--- src/rtl/vga_timing_pkg.sv ---
// Default 640x480@60 timing constants and start-up FSM state type
// shared by the VGA sync generator and its interface.
package vga_timing_pkg;

   localparam int CNT_W = 10;

   localparam int H_VISIBLE = 640;
   localparam int H_FRONT   = 16;
   localparam int H_SYNC    = 96;
   localparam int H_BACK    = 48;
   localparam int H_TOTAL   = H_VISIBLE + H_FRONT + H_SYNC + H_BACK;
   localparam int H_SYNC_START = H_VISIBLE + H_FRONT;
   localparam int H_SYNC_END   = H_SYNC_START + H_SYNC - 1;

   localparam int V_VISIBLE = 480;
   localparam int V_FRONT   = 10;
   localparam int V_SYNC    = 2;
   localparam int V_BACK    = 33;
   localparam int V_TOTAL   = V_VISIBLE + V_FRONT + V_SYNC + V_BACK;
   localparam int V_SYNC_START = V_VISIBLE + V_FRONT;
   localparam int V_SYNC_END   = V_SYNC_START + V_SYNC - 1;

   typedef enum logic {
      IDLE = 1'b0,
      RUN  = 1'b1
   } state_t;

endpackage

--- src/rtl/vga_sync_gen_if.sv ---
// Video timing bundle: the generator drives it (master),
// the pixel/sprite stage consumes it (slave).
interface vga_sync_gen_if;
   import vga_timing_pkg::*;

   logic             hs;
   logic             vs;
   logic             blank;
   logic [CNT_W-1:0] DrawX;
   logic [CNT_W-1:0] DrawY;
   logic             line_start;
   logic             frame_start;

   modport master (
      output hs, vs, blank,
      output DrawX, DrawY,
      output line_start, frame_start
   );

   modport slave (
      input hs, vs, blank,
      input DrawX, DrawY,
      input line_start, frame_start
   );

endinterface

--- src/rtl/vga_sync_gen.sv ---
// Free-running VGA sync generator with registered outputs.
// Define VGA_SYNC_ALIGN_EN to delay hs/vs by one vga_clk.
module vga_sync_gen
   import vga_timing_pkg::*;
#(
   parameter int P_H_VISIBLE = H_VISIBLE,
   parameter int P_H_FRONT   = H_FRONT,
   parameter int P_H_SYNC    = H_SYNC,
   parameter int P_H_BACK    = H_BACK,
   parameter int P_V_VISIBLE = V_VISIBLE,
   parameter int P_V_FRONT   = V_FRONT,
   parameter int P_V_SYNC    = V_SYNC,
   parameter int P_V_BACK    = V_BACK
) (
   input  logic            vga_clk,
   input  logic            reset_n,
   vga_sync_gen_if.master  vif
);

   localparam int LP_H_TOT = P_H_VISIBLE + P_H_FRONT
                           + P_H_SYNC + P_H_BACK;
   localparam int LP_V_TOT = P_V_VISIBLE + P_V_FRONT
                           + P_V_SYNC + P_V_BACK;

   localparam logic [CNT_W-1:0] LP_H_LAST =
      CNT_W'(LP_H_TOT - 1);
   localparam logic [CNT_W-1:0] LP_V_LAST =
      CNT_W'(LP_V_TOT - 1);
   localparam logic [CNT_W-1:0] LP_H_VIS =
      CNT_W'(P_H_VISIBLE);
   localparam logic [CNT_W-1:0] LP_V_VIS =
      CNT_W'(P_V_VISIBLE);
   localparam logic [CNT_W-1:0] LP_HS_BEG =
      CNT_W'(P_H_VISIBLE + P_H_FRONT);
   localparam logic [CNT_W-1:0] LP_HS_END =
      CNT_W'(P_H_VISIBLE + P_H_FRONT + P_H_SYNC - 1);
   localparam logic [CNT_W-1:0] LP_VS_BEG =
      CNT_W'(P_V_VISIBLE + P_V_FRONT);
   localparam logic [CNT_W-1:0] LP_VS_END =
      CNT_W'(P_V_VISIBLE + P_V_FRONT + P_V_SYNC - 1);

   state_t           r_state;
   state_t           w_state_nxt;
   logic [CNT_W-1:0] r_hc;
   logic [CNT_W-1:0] r_vc;
   logic [CNT_W-1:0] w_hc_nxt;
   logic [CNT_W-1:0] w_vc_nxt;
   logic             r_hs;
   logic             r_vs;
   logic             r_blank;
   logic             r_ls;
   logic             r_fs;
   logic             w_hs_nxt;
   logic             w_vs_nxt;
   logic             w_blank_nxt;
   logic             w_ls_nxt;
   logic             w_fs_nxt;

   // IDLE holds the counters at (0,0) for one edge so frame 0
   // begins with a full pixel (0,0) rather than (1,0).
   always_comb begin
      w_state_nxt = RUN;
      w_hc_nxt    = r_hc;
      w_vc_nxt    = r_vc;
      unique case (r_state)
         IDLE: begin
            w_hc_nxt = '0;
            w_vc_nxt = '0;
         end
         RUN: begin
            if (r_hc == LP_H_LAST) begin
               w_hc_nxt = '0;
               if (r_vc == LP_V_LAST)
                  w_vc_nxt = '0;
               else
                  w_vc_nxt = r_vc + 1'b1;
            end else begin
               w_hc_nxt = r_hc + 1'b1;
            end
         end
      endcase
   end

   always_comb begin
      w_hs_nxt    = 1'b1;
      w_vs_nxt    = 1'b1;
      w_blank_nxt = 1'b0;
      w_ls_nxt    = 1'b0;
      w_fs_nxt    = 1'b0;
      if (w_hc_nxt >= LP_HS_BEG && w_hc_nxt <= LP_HS_END)
         w_hs_nxt = 1'b0;
      if (w_vc_nxt >= LP_VS_BEG && w_vc_nxt <= LP_VS_END)
         w_vs_nxt = 1'b0;
      if (w_hc_nxt < LP_H_VIS && w_vc_nxt < LP_V_VIS)
         w_blank_nxt = 1'b1;
      if (w_hc_nxt == '0)
         w_ls_nxt = 1'b1;
      if (w_hc_nxt == '0 && w_vc_nxt == '0)
         w_fs_nxt = 1'b1;
   end

   always_ff @(posedge vga_clk or negedge reset_n) begin
      if (!reset_n) begin
         r_state <= IDLE;
         r_hc    <= '0;
         r_vc    <= '0;
         r_hs    <= 1'b1;
         r_vs    <= 1'b1;
         r_blank <= 1'b0;
         r_ls    <= 1'b0;
         r_fs    <= 1'b0;
      end else begin
         r_state <= w_state_nxt;
         r_hc    <= w_hc_nxt;
         r_vc    <= w_vc_nxt;
         r_hs    <= w_hs_nxt;
         r_vs    <= w_vs_nxt;
         r_blank <= w_blank_nxt;
         r_ls    <= w_ls_nxt;
         r_fs    <= w_fs_nxt;
      end
   end

`ifdef VGA_SYNC_ALIGN_EN
   // Extra stage matches the sprite ROM/palette latency downstream.
   logic r_hs_d;
   logic r_vs_d;

   always_ff @(posedge vga_clk or negedge reset_n) begin
      if (!reset_n) begin
         r_hs_d <= 1'b1;
         r_vs_d <= 1'b1;
      end else begin
         r_hs_d <= r_hs;
         r_vs_d <= r_vs;
      end
   end

   assign vif.hs = r_hs_d;
   assign vif.vs = r_vs_d;
`else
   assign vif.hs = r_hs;
   assign vif.vs = r_vs;
`endif

   assign vif.blank       = r_blank;
   assign vif.DrawX       = r_hc;
   assign vif.DrawY       = r_vc;
   assign vif.line_start  = r_ls;
   assign vif.frame_start = r_fs;

endmodule

--- src/flat_wrapper.sv ---
// flat-port wrapper written by rule: the top's interface ports become plain ports
module vga_sync_gen_flat import vga_timing_pkg::*;
#(
   parameter int P_H_VISIBLE = H_VISIBLE,
   parameter int P_H_FRONT   = H_FRONT,
   parameter int P_H_SYNC    = H_SYNC,
   parameter int P_H_BACK    = H_BACK,
   parameter int P_V_VISIBLE = V_VISIBLE,
   parameter int P_V_FRONT   = V_FRONT,
   parameter int P_V_SYNC    = V_SYNC,
   parameter int P_V_BACK    = V_BACK
)
  (vga_clk, reset_n, vif_hs, vif_vs, vif_blank, vif_DrawX, vif_DrawY, vif_line_start, vif_frame_start);
  vga_sync_gen_if vif_i ();
  input  logic vga_clk;
  input  logic reset_n;
  output wire logic [$bits(vif_i.hs)-1:0] vif_hs;
  output wire logic [$bits(vif_i.vs)-1:0] vif_vs;
  output wire logic [$bits(vif_i.blank)-1:0] vif_blank;
  output wire logic [$bits(vif_i.DrawX)-1:0] vif_DrawX;
  output wire logic [$bits(vif_i.DrawY)-1:0] vif_DrawY;
  output wire logic [$bits(vif_i.line_start)-1:0] vif_line_start;
  output wire logic [$bits(vif_i.frame_start)-1:0] vif_frame_start;
  assign vif_hs = vif_i.hs;
  assign vif_vs = vif_i.vs;
  assign vif_blank = vif_i.blank;
  assign vif_DrawX = vif_i.DrawX;
  assign vif_DrawY = vif_i.DrawY;
  assign vif_line_start = vif_i.line_start;
  assign vif_frame_start = vif_i.frame_start;
  vga_sync_gen #(.P_H_VISIBLE(P_H_VISIBLE), .P_H_FRONT(P_H_FRONT), .P_H_SYNC(P_H_SYNC), .P_H_BACK(P_H_BACK), .P_V_VISIBLE(P_V_VISIBLE), .P_V_FRONT(P_V_FRONT), .P_V_SYNC(P_V_SYNC), .P_V_BACK(P_V_BACK)) u_core (.vga_clk(vga_clk), .reset_n(reset_n), .vif(vif_i));
endmodule
--- config.mk ---
export PLATFORM = sky130hd
export DESIGN_NAME = vga_sync_gen_flat
export DESIGN_NICKNAME = d
export VERILOG_FILES = /design/src/rtl/vga_timing_pkg.sv /design/src/rtl/vga_sync_gen_if.sv /design/src/rtl/vga_sync_gen.sv /design/src/flat_wrapper.sv
export SDC_FILE = /design/constraint.sdc
export NUM_CORES = 1
export LEC_CHECK = 0
export CAP_MARGIN = 20
export CORE_MARGIN = 2
export CORE_UTILIZATION = 35
export DETAILED_ROUTE_END_ITERATION = 12
export PLACE_DENSITY = 0.67
export SETUP_SLACK_MARGIN = 0.05
export SYNTH_ARGS = -nofsm -noshare
export SYNTH_HDL_FRONTEND = slang
export SYNTH_SLANG_ARGS = --single-unit
export TNS_END_PERCENT = 30
--- constraint.sdc ---
create_clock -name vga_clk -period 2.6 [get_ports vga_clk]
set_clock_uncertainty 0.05 [all_clocks]
set_input_delay 0.52 -clock vga_clk [delete_from_list [all_inputs] [get_ports vga_clk]]
set_output_delay 0.52 -clock vga_clk [all_outputs]
set_load 0.005 [all_outputs]
==> metrics <==
# diodes 0; total track usage 15.11%; FFs w/ async S/R, synth 100.0%; Clock Sinks 26; Final Hold Vio Count 0; layout cells sized above 1 14.78%; DRC 0; P&R area growth vs syn 22.00%; crit path from u_core.vif.DrawX[0]; synthesized area 1667 um^2; delay-heaviest family, CP compound AO/OA/AOI/OAI gates; count leader, synth dfrtp_1; Antenna Nets Post-Route 0; GR Overflow Total 0; Std-Cell Rows 25; Post-CTS Setup Repair Bufs 0; port buffer count 26; Cell Pwr Density 400.8 nW/um^2; Setup Viol. Count Final 0; number of synthesized flops with an enable pin 0; largest net degree at the start of global routing 27; Synth Instances 176; crit share post-route 87.75%; vias in the first global route 1298; area leader, netlist dfrtp_1; outcome complete, no violations; hpwl dp 2740 um; most used cell, CP and3_1; share of the synthesized area in the top cell type 36.04%; Max-cap violations 0; RSZ-0062 raised after global routing no; H-tree Lvls 1; fmax 0.4383 GHz; fin. max-slew vios 0; Resized cells post-CTS 0; CP Max Fanout 8; crit path capture type register; clock buffer depth 2; highest metal used met4; Die Y 73.01 um; Fin Setup TNS 0 ps; placed insts 253; met1 wire length 1770 um; 1st-pass router iterations 4; vias 1381; synth top area cells dfrtp_1 36%, nor2_1 4.7%, xnor2_1 4.7%; Buf/Inv on CP 0; Worst EP required 2760 ps; arrival time at the worst endpoint 2450 ps; met3 wire length 114 um; VDD IR max 0.1704 mV; Worst path slowest cell dfrtp_1; CTS tree yes; capture point of the worst path u_core.vif.frame_start; ordered cell list for the critical path ha_1 -> and4_1 -> and3_1 -> a211o_2 -> a211oi_1 -> a31o_2 -> and3_1; Root Driver clkbuf_8; dpl ws 359.6 ps; synth unique cells 52; CTS Hold Bufs 0; synth warn 0; Num CTS Buffers 3; Final Worst Setup Slack 318.6 ps; syn nets 181; final worst path period need 2281 ps; Detail Route met2 WL 1797 um; fin cells 257; WL/cell 14.48 um; first-pass GRT wire length 6354 um; final WL 3722 um; leakage power 0.0008304 uW; Critical Path Start Type register; Reg2Reg Setup Slack 320 ps; Die ar. 5330 um^2; CP max stage delay 390 ps; synth cell count leaders 24 x dfrtp_1, 21 x nor2_1, 13 x nand2_1; worst skew pair latency 270 ps; GP Congestion 0.9042; Via density 5.374; initial antenna violation count 0; die span in x 73.01 um; reg2reg start u_core.vif.DrawX[0]; WP depth 7; top_reg_cell synth dfrtp_1; Final nets 209; Seq/Total Area, Yosys 39.19%; critical path class register to register; Mean Syn Cell Area 9.469 um^2; HP Class register to register; initial core utilization 35.76%; I/O pins 27; RR Endpoint u_core.vif.frame_start; synthesized flop and latch total 26; Std-Cell Core Area 4661 um^2; drt initial violations 65; clock transition at the registers of the reported paths 100 ps; Worst R2R Path Depth 7
## power by group
part           total [uW]  leakage (uW)  switching, uW  internal, uW
Combinational        56.4      0.000454           28.3          28.1
Sequential            421      0.000341           8.21           412
Clock                 338     0.0000357            132           206
## through the flow
stage                     instance area (um^2)  hold WS (ps)  power [uW]  util [%]
after floorplan                           1667         174.4       450.0         -
after global placement                    1962         518.7       486.4     42.09
after detailed placement                  1962         528.9       485.5     42.09
after CTS                                 2033         542.5       822.8     43.62
after global routing                      2033         584.4       843.2     43.62
final                                     2033         538.0       814.8     43.62
## worst min-delay path: cells and delay by family (launching register included)
family,cells,cell delay (ps)
buffers and inverters,1,150
DFF,1,360
and+or+nand+nor,1,50
## flip-flops by register name (all words and copies together), names as in the netlist
register                flops
u_core.vif.hs               1
u_core.vif.frame_start      1
u_core.vif.DrawX           10
u_core.r_state              1
u_core.vif.line_start       1
u_core.vif.DrawY           10
u_core.vif.blank            1
u_core.vif.vs               1
## how the worst min path moves through the flow
stage	endpoint	cells past startpoint	startpoint	slack [ps]
CTS	u_core.vif.DrawX[0]	2	u_core.vif.DrawX[0]	540
global placement	u_core.vif.DrawX[0]	2	u_core.vif.DrawX[0]	520
finish	u_core.vif.DrawX[0]	2	u_core.vif.DrawX[0]	540
detailed placement	u_core.vif.DrawX[0]	2	u_core.vif.DrawX[0]	530
floorplan	u_core.r_state	0	reset_n	170
global route	u_core.vif.DrawX[3]	2	reset_n	580
## cells by family (layout without fill, tap and decap cells)
group | count (synthesis) | count (layout) | share of synthesized area (%)
compound gates | 27 | 27 | 13.21
xor+xnor | 18 | 18 | 9.460
fa+ha+maj | 3 | 3 | 2.252
buf+inv | 19 | 46 | 7.583
flops | 26 | 26 | 39.19
mux | 1 | 1 | 0.6006
other cells | 1 | 1 | 0.2250
simple gates | 81 | 81 | 27.48
## metal layers
| layer | track usage [%] | vias up |
|---|---|---|
| met1 | 21.49 | 670 |
| met3 | 2.210 | 4 |
| met4 | 5.556 | 0 |
| li1 | - | 677 |
| met5 | 0 | - |
| met2 | 23.22 | 30 |
## layout make-up
type,count,area [um^2]
multi-input cells,131,887.1
clock buffers,3,41.29
fillers,466,2628
well taps,54,67.56
repair buffers,35,327.8
flip-flops and latches,26,653.1
inverters,7,26.28
clock inverters,1,30.03
## cell usage in the layout, fill, tap and decap left out, types with 2 or more instances in the layout
master	instances
clkdlybuf4s50_1	26
xnor2_1	9
and2_1	2
a21oi_1	3
and3_1	6
nor2_1	21
o2111ai_1	3
o21ai_0	4
xor2_1	9
nand2_1	13
o31ai_1	2
dfrtp_1	24
or2_2	2
ha_1	3
nor3_1	5
a31oi_1	2
nand4_1	7
inv_1	7
buf_4	9
nand2b_1	2
and4_1	2
nand3_1	10
clkbuf_8	3
dfstp_2	2
(Power assumes the default switching activity.)
